[src/rtl/fb_display_reader.sv]
`timescale 1ns/1ps
// -----------------------------------------------------------------------------
// fb_display_reader
//   Read-side controller for the RGB565 camera frame buffer. Walks the stored
//   IMG_WIDTH x IMG_HEIGHT image in raster order, in step with the VGA timing
//   generator, and repeats every stored pixel SCALE times horizontally and
//   every stored line SCALE times vertically. The buffer read data is turned
//   into 4:4:4 RGB. Syncs and DE are delayed by the two-cycle read latency so
//   the colour stays aligned with them.
//
// Ports
//   clk         pixel clock, also the frame-buffer read clock
//   reset       synchronous, active-high
//   de_in       display enable from the timing generator
//   h_sync_in   hsync from the timing generator
//   v_sync_in   vsync from the timing generator, active level = VSYNC_POL
//   oe          frame-buffer read enable (follows de_in combinationally)
//   rAddr       frame-buffer read address (registered counter)
//   rData       frame-buffer read data, RGB565, valid one cycle after oe
//   de_out      de_in delayed by two cycles
//   h_sync_out  h_sync_in delayed by two cycles
//   v_sync_out  v_sync_in delayed by two cycles
//   red/green/blue  registered 4-bit colour, zero outside the active area
// -----------------------------------------------------------------------------
module fb_display_reader #(
    parameter int   IMG_WIDTH  = 160,
    parameter int   IMG_HEIGHT = 120,
    parameter int   SCALE      = 4,
    parameter int   ADDR_WIDTH = $clog2(IMG_WIDTH * IMG_HEIGHT),
    parameter logic VSYNC_POL  = 1'b0
) (
    input  logic                  clk,
    input  logic                  reset,
    input  logic                  de_in,
    input  logic                  h_sync_in,
    input  logic                  v_sync_in,
    output logic                  oe,
    output logic [ADDR_WIDTH-1:0] rAddr,
    input  logic [15:0]           rData,
    output logic                  de_out,
    output logic                  h_sync_out,
    output logic                  v_sync_out,
    output logic [3:0]            red,
    output logic [3:0]            green,
    output logic [3:0]            blue
);

    localparam int SUB_W = (SCALE > 1) ? $clog2(SCALE) : 1;
    localparam logic [SUB_W-1:0]    SUB_LAST    = SUB_W'(SCALE - 1);
    // One extra bit so base + width and the frame-size compare never overflow.
    localparam logic [ADDR_WIDTH:0] LINE_STEP   = (ADDR_WIDTH + 1)'(IMG_WIDTH);
    localparam logic [ADDR_WIDTH:0] LAST_COL    = (ADDR_WIDTH + 1)'(IMG_WIDTH - 1);
    localparam logic [ADDR_WIDTH:0] FRAME_WORDS = (ADDR_WIDTH + 1)'(IMG_WIDTH * IMG_HEIGHT);
    localparam logic HSYNC_IDLE = 1'b1;
    localparam logic VSYNC_IDLE = ~VSYNC_POL;

    // RGB565 -> 4:4:4 by keeping the top four bits of each field.
    function automatic logic [11:0] rgb565_to_444(input logic [15:0] px);
        return {px[15:12], px[10:7], px[4:1]};
    endfunction

    logic [ADDR_WIDTH-1:0] addr_cnt_q,  addr_cnt_d;
    logic [ADDR_WIDTH-1:0] line_base_q, line_base_d;
    logic [SUB_W-1:0]      col_sub_q,   col_sub_d;
    logic [SUB_W-1:0]      row_sub_q,   row_sub_d;
    logic                  de_prev_q,   de_prev_d;

    logic                  de_d1_q, de_d1_d, de_d2_q, de_d2_d;
    logic                  hs_d1_q, hs_d1_d, hs_d2_q, hs_d2_d;
    logic                  vs_d1_q, vs_d1_d, vs_d2_q, vs_d2_d;
    logic [11:0]           rgb_q,   rgb_d;

    logic                  vsync_active_s;
    logic                  line_end_s;
    logic [ADDR_WIDTH:0]   row_limit_s;
    logic [ADDR_WIDTH:0]   next_base_s;

    // rData bits dropped by the 565 -> 444 truncation.
    logic                  unused_rdata_s;
    assign unused_rdata_s = ^{rData[11], rData[6:5], rData[0]};

    // Address walk: vsync clear, end-of-line repeat/advance, horizontal stepping.
    always_comb begin
        addr_cnt_d     = addr_cnt_q;
        line_base_d    = line_base_q;
        col_sub_d      = col_sub_q;
        row_sub_d      = row_sub_q;
        de_prev_d      = de_in;
        vsync_active_s = (v_sync_in == VSYNC_POL);
        line_end_s     = de_prev_q & ~de_in;
        row_limit_s    = {1'b0, line_base_q} + LAST_COL;
        next_base_s    = {1'b0, line_base_q} + LINE_STEP;

        if (vsync_active_s) begin
            // Also wins over a coincident end of line.
            addr_cnt_d  = '0;
            line_base_d = '0;
            col_sub_d   = '0;
            row_sub_d   = '0;
            de_prev_d   = 1'b0;
        end else if (line_end_s) begin
            col_sub_d = '0;
            if (row_sub_q < SUB_LAST) begin
                // Replay the same stored line.
                row_sub_d  = row_sub_q + 1'b1;
                addr_cnt_d = line_base_q;
            end else begin
                row_sub_d = '0;
                if (next_base_s >= FRAME_WORDS) begin
                    line_base_d = '0;
                    addr_cnt_d  = '0;
                end else begin
                    line_base_d = next_base_s[ADDR_WIDTH-1:0];
                    addr_cnt_d  = next_base_s[ADDR_WIDTH-1:0];
                end
            end
        end else if (de_in) begin
            if (col_sub_q == SUB_LAST) begin
                col_sub_d = '0;
                // Over-long lines keep re-reading the last stored column.
                if ({1'b0, addr_cnt_q} < row_limit_s) begin
                    addr_cnt_d = addr_cnt_q + 1'b1;
                end else begin
                    addr_cnt_d = addr_cnt_q;
                end
            end else begin
                col_sub_d = col_sub_q + 1'b1;
            end
        end else begin
            // Blanking: hold position.
            addr_cnt_d = addr_cnt_q;
        end
    end

    // Output pipeline: two-stage sync/DE delay and colour capture one cycle after oe.
    always_comb begin
        de_d1_d = de_in;
        de_d2_d = de_d1_q;
        hs_d1_d = h_sync_in;
        hs_d2_d = hs_d1_q;
        vs_d1_d = v_sync_in;
        vs_d2_d = vs_d1_q;
        if (de_d1_q) begin
            rgb_d = rgb565_to_444(rData);
        end else begin
            rgb_d = 12'h000;
        end
    end

    // State and pipeline registers with synchronous reset.
    always_ff @(posedge clk) begin
        if (reset) begin
            addr_cnt_q  <= '0;
            line_base_q <= '0;
            col_sub_q   <= '0;
            row_sub_q   <= '0;
            de_prev_q   <= 1'b0;
            de_d1_q     <= 1'b0;
            de_d2_q     <= 1'b0;
            hs_d1_q     <= HSYNC_IDLE;
            hs_d2_q     <= HSYNC_IDLE;
            vs_d1_q     <= VSYNC_IDLE;
            vs_d2_q     <= VSYNC_IDLE;
            rgb_q       <= 12'h000;
        end else begin
            addr_cnt_q  <= addr_cnt_d;
            line_base_q <= line_base_d;
            col_sub_q   <= col_sub_d;
            row_sub_q   <= row_sub_d;
            de_prev_q   <= de_prev_d;
            de_d1_q     <= de_d1_d;
            de_d2_q     <= de_d2_d;
            hs_d1_q     <= hs_d1_d;
            hs_d2_q     <= hs_d2_d;
            vs_d1_q     <= vs_d1_d;
            vs_d2_q     <= vs_d2_d;
            rgb_q       <= rgb_d;
        end
    end

    assign oe         = de_in;
    assign rAddr      = addr_cnt_q;
    assign de_out     = de_d2_q;
    assign h_sync_out = hs_d2_q;
    assign v_sync_out = vs_d2_q;
    assign red        = rgb_q[11:8];
    assign green      = rgb_q[7:4];
    assign blue       = rgb_q[3:0];

endmodule

[config.mk]
export PLATFORM = sky130hd
export DESIGN_NAME = fb_display_reader
export DESIGN_NICKNAME = d
export VERILOG_FILES = /design/src/rtl/fb_display_reader.sv
export SDC_FILE = /design/constraint.sdc
export NUM_CORES = 1
export LEC_CHECK = 0
export ABC_AREA = 1
export BUFFER_PORTS_ARGS = -buffer_cell sky130_fd_sc_hd__buf_2
export CORE_ASPECT_RATIO = 1.4
export CORE_MARGIN = 10
export CORE_UTILIZATION = 35
export DETAILED_ROUTE_END_ITERATION = 10
export HOLD_SLACK_MARGIN = 0.05
export PLACE_DENSITY_LB_ADDON = 0.3
export SLEW_MARGIN = 0
export SYNTH_ARGS = -nofsm -noshare
export SYNTH_HDL_FRONTEND = slang
export SYNTH_SLANG_ARGS = --single-unit
[constraint.sdc]
create_clock -name clk -period 2.4 [get_ports clk]
set_input_delay 0.24 -clock clk [delete_from_list [all_inputs] [get_ports clk]]
set_output_delay 0.24 -clock clk [all_outputs]
set_load 0.02 [all_outputs]
* Yosys cells after proc, flatten, opt, wreduce, memory -nomap -nowiden *
Cells that the tools add are included.

cells by class
  add/sub/neg operators = 5
  $mul = 0
  div/mod/pow operators = 0
  order comparisons = 3
  eq/ne operators = 1
  shift-type cells = 0
  multiplexer cells = 8
  bitwise operators = 4
  reduce and logical (&&, ||, !) cells = 7

operator list
  kind                                                                 count
  two-way mux 15 bit                                                   6
  adder 15 x 8 -> 16 bit, second input constant                        2
  greater-or-equal comparator 16 x 15 -> 1 bit, second input constant  1
  < comparator 15 x 16 -> 1 bit                                        1
  adder 15 x 1 -> 15 bit, second input constant                        1
  nonzero test 2 bit                                                   3
  adder 2 x 1 -> 2 bit, second input constant                          2
  two-way mux 2 bit                                                    2
  OR reduction 2 bit                                                   2
  NOT 1 bit                                                            3
  AND reduction 3 bit                                                  1
  OR reduction 3 bit                                                   1
  == test 2 bit, second input constant                                 1
  < comparator 2 bit, second input constant                            1
  bitwise AND 1 bit                                                    1

storage, ports and cells
  bits in registers = 53
  bits in latches = 0
  memory bits (writable) = 0
  ROM bits = 0
  output and inout port bits = 31
  memories = 0

* Logic depth before layout (Yosys ltp) *
Gate-level depths: netlist of the first run.

  depth after elaboration = 6
  gate-level depth with buffers = 18
  gate-level depth less buffers = 17

* Worst setup path after synthesis of the first run *
OpenSTA, ideal clock, no wires.

  path kind = register to register
  start = reg line_base_q[0]
  end = reg addr_cnt_q[12] (netlist: rAddr[12])
  setup time = 0.112 ns
  arrival time = 2.202 ns
  slack = 0.086 ns
  cell stages (with the launch flop) = 19
  period minus slack after synthesis = 2.314 ns
  path through = dfxtp_1 inv_1 ha_1 nand2_1 nor2_1 inv_1 nor2_1 nor2_1 xor2_1 ha_1 nand2_1 nor2_1 nor2_2 nand3_2 nand2_4 inv_2 buf_6 nor2_1 nor2_1

between the ends
  cells in the longest elaborated chain, start to end = 5
  elaborated cells between the ends (all ways) = 9
  classes of those cells = add/sub: 2; order compare: 2; mux: 3; reduce/logical: 2

ends and longest elaborated chain
  item                                          RTL line  text
  start, declared                               63        logic [ADDR_WIDTH-1:0] line_base_q, line_base_d;
  start signal, assigned                        167       line_base_q <= line_base_d;
  adder 15 x 8 -> 16 bit                        92        next_base_s = {1'b0, line_base_q} + LINE_STEP;
  greater-or-equal comparator 16 x 15 -> 1 bit  109       if (next_base_s >= FRAME_WORDS) begin
  two-way mux 15 bit                            109
  two-way mux 15 bit                            n/a
  two-way mux 15 bit                            101       end else if (line_end_s) begin
  end signal, assigned                          166       addr_cnt_q <= addr_cnt_d;
  end, declared                                 62        logic [ADDR_WIDTH-1:0] addr_cnt_q, addr_cnt_d;

Parallel ways exist; a longest one is shown, timed or not.
A chain may end at the register's enable or synchronous reset.

* Worst setup path in the final report of the first run *
  start = reg line_base_q[2]
  end = reg addr_cnt_q[2] (netlist: rAddr[2])

Same word-level chain as after synthesis.

==> results_dict.tcl, run 1 <==
set metrics [dict create \
    min_path_type "input pin to register" \
    antenna_left 0 \
    num_antenna_cells 0 \
    fin_crit_sh 0.978 \
    antenna_found_initial 0 \
    io_buffers 47 \
    crit_chain "buf_6 -> nor2_4 -> buf_6 -> nand3_2 -> nand2_1 -> o21ai_2 -> xor2_1 -> ha_1 -> a21oi_2 -> o21ai_2 -> nand2_2 -> nand3_4 -> nand2_4 -> buf_12 -> nand2_4 -> a21oi_2" \
    gp_congestion 0.883 \
    drc 0 \
    mostFrequentLayoutCell "nand2_1" \
    synth_nets 504 \
    clock_latency_ps 300 \
    syn_area_mm2 0.00316 \
    clock_sinks 53 \
    p_comb_frac 0.068 \
    grt_usage 0.135 \
    rsz0062_at_grt "yes" \
    yosys.cell_types.count 30 \
    cts-root-buf "clkbuf_16" \
    whs_ps 122 \
    period_minus_slack_ps 2350 \
    cap_violations 0 \
    sw_frac_of_total 0.253 \
    slew_headroom 0.461 \
    cp.required_ps 2620 \
    tightest_slew_ps 808 \
    num-nets-final 579 \
    critPathBufInv 3 \
    critPathLaunchType "register" \
    synth-seq-area-share 0.336 \
    hold_viol 0 \
    syn_avg_cell_area_um2 6.82 \
    cts_hold_buf 0 \
    viasPerCell 5.02 \
    crit_slowest_cell "dfxtp_2" \
    clock_path_buffers 2 \
    synthMuxAreaShare 0 \
    critPathKind "register to register" \
    grt_max_degree 28 \
    worstPathArrival_ps 2570 \
    tritoncts "done" \
    synth_area_leader_cell "dfxtp_1" \
    ir_worst_vdd_mv 0.558 \
    ys_warn_count 0 \
    p_int_w 0.00133 \
    grt-ovfl-total 0 \
    synth_simple_gate_area_frac 0.350 \
    fin_total_pwr_w 0.00178 \
    synth_cells 463 \
    routed_wl_mm 9.22 \
    die_y_um 132 \
    end_kind "register" \
    synthTopCellsByArea "dfxtp_1 (34%), nand2_1 (13%), nor2_1 (8.9%), ha_1 (7.9%), inv_1 (5.6%)" \
    dp_hpwl_mm 6.73 \
    setup_violations 0 \
    worstPathMaxFanout 4 \
    cpPeakStageDelay_ps 330 \
    vias 3235 \
    grt_pass1_wl_mm 14.9 \
    numCtsBuffers 5 \
    start_util 0.363 \
    fp-row-count 40 \
    synth_seq_cells 53 \
    synth_top_family_by_area "simple AND/OR/NAND/NOR gates" \
    outcome "finished, final reports clean" \
    wl_per_cell_um 14.3 \
    synthXorXnorAreaFrac 0.0582 \
    cts-htree-levels 2 \
    die_area_mm2 0.0133 \
    skew_ps 8.09 \
    drt_iter0_markers 187 \
    path_clk_slew_ps 70 \
    synth_compound_area_frac 0.0907 \
    max_clock_freq_mhz 426 \
    p_seq_frac 0.505 \
    drt_pre_antenna_iters 5 \
    synth_fa_ha_area_frac 0.0792 \
    p_switching_w 0.000449 \
    layout_common_cells "nand2_1 (97), nor2_1 (56), buf_2 (47)" \
    clock_power_share 0.427 \
    yosysTopAreaCellShare 0.336 \
    fill_cells 902 \
    num_io_pins 52 \
    maxSlewViolCount 0 \
    die_w_um 100 \
    core_mm2 0.00871 \
    grt_pass1_vias 3168 \
    p_leak_nw 2.03 \
    crit_family "simple AND/OR/NAND/NOR gates" \
    syn_to_final_growth_pct 32.1 \
    power.density_mw_per_mm2 426 \
    drive_gt1_frac 0.321 \
]
==> metrics by stage <==
| stage | setup WS, ps | TNS, ps | utilization | area [µm²] | cells |
|---|---|---|---|---|---|
| finish | 52.0 | 0 | 0.479 | 4170 | 644 |
| CTS | 5.89 | 0 | 0.446 | 3880 | 638 |
| global placement | -137 | -1660 | 0.423 | 3680 | 630 |
| detailed placement | -227 | -2870 | 0.423 | 3680 | 630 |
| floorplan | 86.0 | 0 | - | 3160 | 463 |
| global route | -49.6 | -383 | 0.479 | 4170 | 644 |
==> final timing paths <==
kind             startpoint          to  slack, ps  cells after the start
max reg2reg  line_base_q[2]    rAddr[2]         50                     16
min reg2reg         hs_d1_q  h_sync_out        410                      1
min               h_sync_in     hs_d1_q        120                      2
max          line_base_q[2]    rAddr[2]         50                     16
==> state kept, by name, summed over array words and instances (netlist names) <==
name and count:
line_base_q 15, rAddr 15, rgb_q 12, col_sub_q 2, row_sub_q 2, de_d1_q 1
de_out 1, de_prev_q 1, h_sync_out 1, hs_d1_q 1, v_sync_out 1, vs_d1_q 1
==> per-layer routing <==
metal / track usage / share of wire
met1: 0.149 / 0.40
met2: 0.243 / 0.53
met3: 0.0289 / 0.043
met4: 0.0512 / 0.029
met5: 0 / 0
==> power by group through the flow <==
stage | clock [W] | sequential (W) | combinational [W]
after detailed placement | 0 | 0.000922 | 0.000113
after global placement | 0 | 0.000921 | 0.000110
final | 0.000760 | 0.000898 | 0.000121
after CTS | 0.000782 | 0.000901 | 0.000114
after floorplan | 0 | 0.000934 | 0.0000558
after global routing | 0.000806 | 0.000900 | 0.000133
==> cell families after synthesis <==
group / count (synthesis)
AO/OA/AOI/OAI: 52
XOR/XNOR: 21
adder cells (fa/ha/maj): 20
buffers and inverters: 65
flip-flops: 53
AND/OR/NAND/NOR: 252
==> cells in the mapped netlist <==
library cell and n:
nand2_1 110, nor2_1 75, dfxtp_1 53, inv_1 47
nand3_1 24, o21ai_0 24, ha_1 20, xor2_1 20
nand4_1 15, a21oi_1 14, o22ai_1 10, clkbuf_1 9
nand3b_1 6, nor3_1 6, nor2_2 4, or2_2 4
buf_4 3, nand2_2 3, nand3_2 3, buf_6 2
inv_2 2, a21boi_0 1, buf_1 1, buf_2 1
nand2_4 1, nor2_4 1, o2111ai_1 1, o211a_1 1
o21a_1 1, xnor2_1 1
==> layout make-up <==
| type | count | area (µm²) | area share |
|---|---|---|---|
| Clock buffer | 5 | 125 | 0.0300 |
| Sequential cell | 53 | 1080 | 0.259 |
| Tap cell | 105 | 131 | 0.0315 |
| Clock inverter | 3 | 25.0 | 0.00600 |
| Timing Repair Buffer | 84 | 544 | 0.130 |
| Multi-Input combinational cell | 345 | 2080 | 0.498 |
| Inverter | 49 | 191 | 0.0459 |
==> what timing repair did <==
action / in CTS / in global routing
pin swaps: 6 / 38
gates resized for setup: 20 / 73
endpoints found under the setup margin: 15 / 15
hold endpoints to repair: 0 / 0
cloned: 0 / 0
buffers inserted: 0 / 6
No activity file was read; power rests on OpenSTA's default activity.
==> inputs of run 2 (changes only) <==
Settings changed: REMOVE_ABC_BUFFERS from default to 1.
==> results_dict.tcl, run 2 (synthesis gave the netlist of run 1 again) <==
set metrics [dict create \
    tightest_slew_ps 752 \
    p_seq_frac 0.512 \
    slew_headroom 0.498 \
    core_mm2 0.00871 \
    cts-htree-levels 2 \
    syn_to_final_growth_pct 28.5 \
    wl_per_cell_um 13.4 \
    drt_pre_antenna_iters 4 \
    crit_slowest_cell "dfxtp_2" \
    rsz0062_at_grt "yes" \
    min_path_type "input pin to register" \
    top_usage_layer "met2" \
    routed_wl_mm 8.61 \
    tritoncts "done" \
    viasPerCell 4.88 \
    end_kind "register" \
    power.density_mw_per_mm2 433 \
    clock_latency_ps 300 \
    clock_path_buffers 2 \
    layout_common_cells "nand2_1 (99), nor2_1 (64), dfxtp_1 (49)" \
    outcome "finished, final reports clean" \
    mostFrequentLayoutCell "nand2_1" \
    ir_worst_vdd_mv 0.511 \
    sw_frac_of_total 0.246 \
    dp_hpwl_mm 6.64 \
    p_leak_nw 1.98 \
    numCtsBuffers 5 \
    clock_sinks 53 \
    drive_gt1_frac 0.280 \
    start_util 0.363 \
    fin_crit_sh 0.978 \
    regToRegSetupSlack_ps 50 \
    p_switching_w 0.000432 \
    crit_chain "buf_4 -> nor2_4 -> nand3_4 -> buf_4 -> xor2_1 -> ha_1 -> a21oi_1 -> o21a_1 -> nand2_2 -> nand3_2 -> nand3_4 -> nand2_4 -> buf_6 -> nand2_1 -> a21oi_2" \
    max_clock_freq_mhz 426 \
    grt_usage 0.129 \
    hold_viol 0 \
    fp-row-count 40 \
    worstPathArrival_ps 2510 \
    path_clk_slew_ps 70 \
    grt_util_met1 0.138 \
    maxSlewViolCount 0 \
    die_y_um 132 \
    antenna_found_initial 0 \
    use_met3 0.0362 \
    p_comb_frac 0.064 \
    grt-ovfl-total 0 \
    num_antenna_cells 0 \
    drt_iter0_markers 172 \
    period_minus_slack_ps 2350 \
    critPathKind "register to register" \
    use_met2 0.230 \
    clock_power_share 0.424 \
    drc 0 \
    cp.required_ps 2560 \
    grt_pass1_vias 3101 \
    die_w_um 100 \
    grt_pass1_wl_mm 14.3 \
    gp_congestion 0.855 \
    p_int_w 0.00132 \
    num_io_pins 52 \
    setup_violations 0 \
    vias 3128 \
    cpPeakStageDelay_ps 320 \
    critPathLaunchType "register" \
    cap_violations 0 \
    worstPathMaxFanout 5 \
    grt_max_degree 28 \
    die_area_mm2 0.0133 \
    io_buffers 47 \
    skew_ps 7.80 \
    num-nets-final 576 \
    cts-root-buf "clkbuf_16" \
    antenna_left 0 \
    fin_total_pwr_w 0.00176 \
    fin_util 0.466 \
]
[run 2: final timing paths]
kind / from / end / cells after the start
worst min-delay path: h_sync_in / hs_d1_q / 2
worst min register to register: hs_d1_q / h_sync_out / 1
worst max register to register: line_base_q[1] / rAddr[4] / 15
worst max-delay path: line_base_q[1] / rAddr[4] / 15
[run 2: critical path, delay by kind of cell (launching register included)]
kind | cells | cell delay, ps
XOR/XNOR | 1 | 140
adder cells (fa/ha/maj) | 1 | 300
AO/OA/AOI/OAI | 3 | 280
flip-flops | 1 | 320
buffers and inverters | 3 | 430
AND/OR/NAND/NOR | 7 | 700
[run 2: per-stage QoR]
stage	hold slack (ps)	instances	TNS, ps	worst slack (ps)	instance area [µm²]
after floorplan	312	447	0	21.2	3070
after global placement	394	630	-1020	-85.5	3670
after detailed placement	397	630	-2030	-156	3670
after CTS	124	639	0	2.35	3890
after global routing	129	641	-1140	-94.5	4060
final	126	641	0	52.1	4060
[run 2: layer usage]
layer / up-vias / part of all wire
li1: 1632 / -
met1: 1422 / 0.41
met2: 66 / 0.52
met3: 8 / 0.056
met4: 0 / 0.014
met5: - / 0
[run 2: timing repair]
action | CTS | global route
buffers inserted | 1 | 2
pin swaps | 5 | 26
endpoints found under the hold margin | 0 | 0
hold buffers | 0 | 0
gates resized for setup | 20 | 46
endpoints found under the setup margin | 15 | 15
[run 2: cell type report]
type	instances	area, µm²
Tap cell	105	131
Inverter	49	189
Clock buffer	5	125
Multi-Input combinational cell	345	2010
Sequential cell	53	1070
Clock inverter	3	25.0
Fill cell	891	4650
Timing Repair Buffer	81	505
[run 2: power by group through the flow]
stage / Clock (W) / Sequential (W) / Combinational, W
floorplan: 0 / 0.000934 / 0.0000493
global placement: 0 / 0.000921 / 0.000107
detailed placement: 0 / 0.000922 / 0.000109
CTS: 0.000765 / 0.000901 / 0.000112
global route: 0.000794 / 0.000901 / 0.000127
finish: 0.000744 / 0.000899 / 0.000113
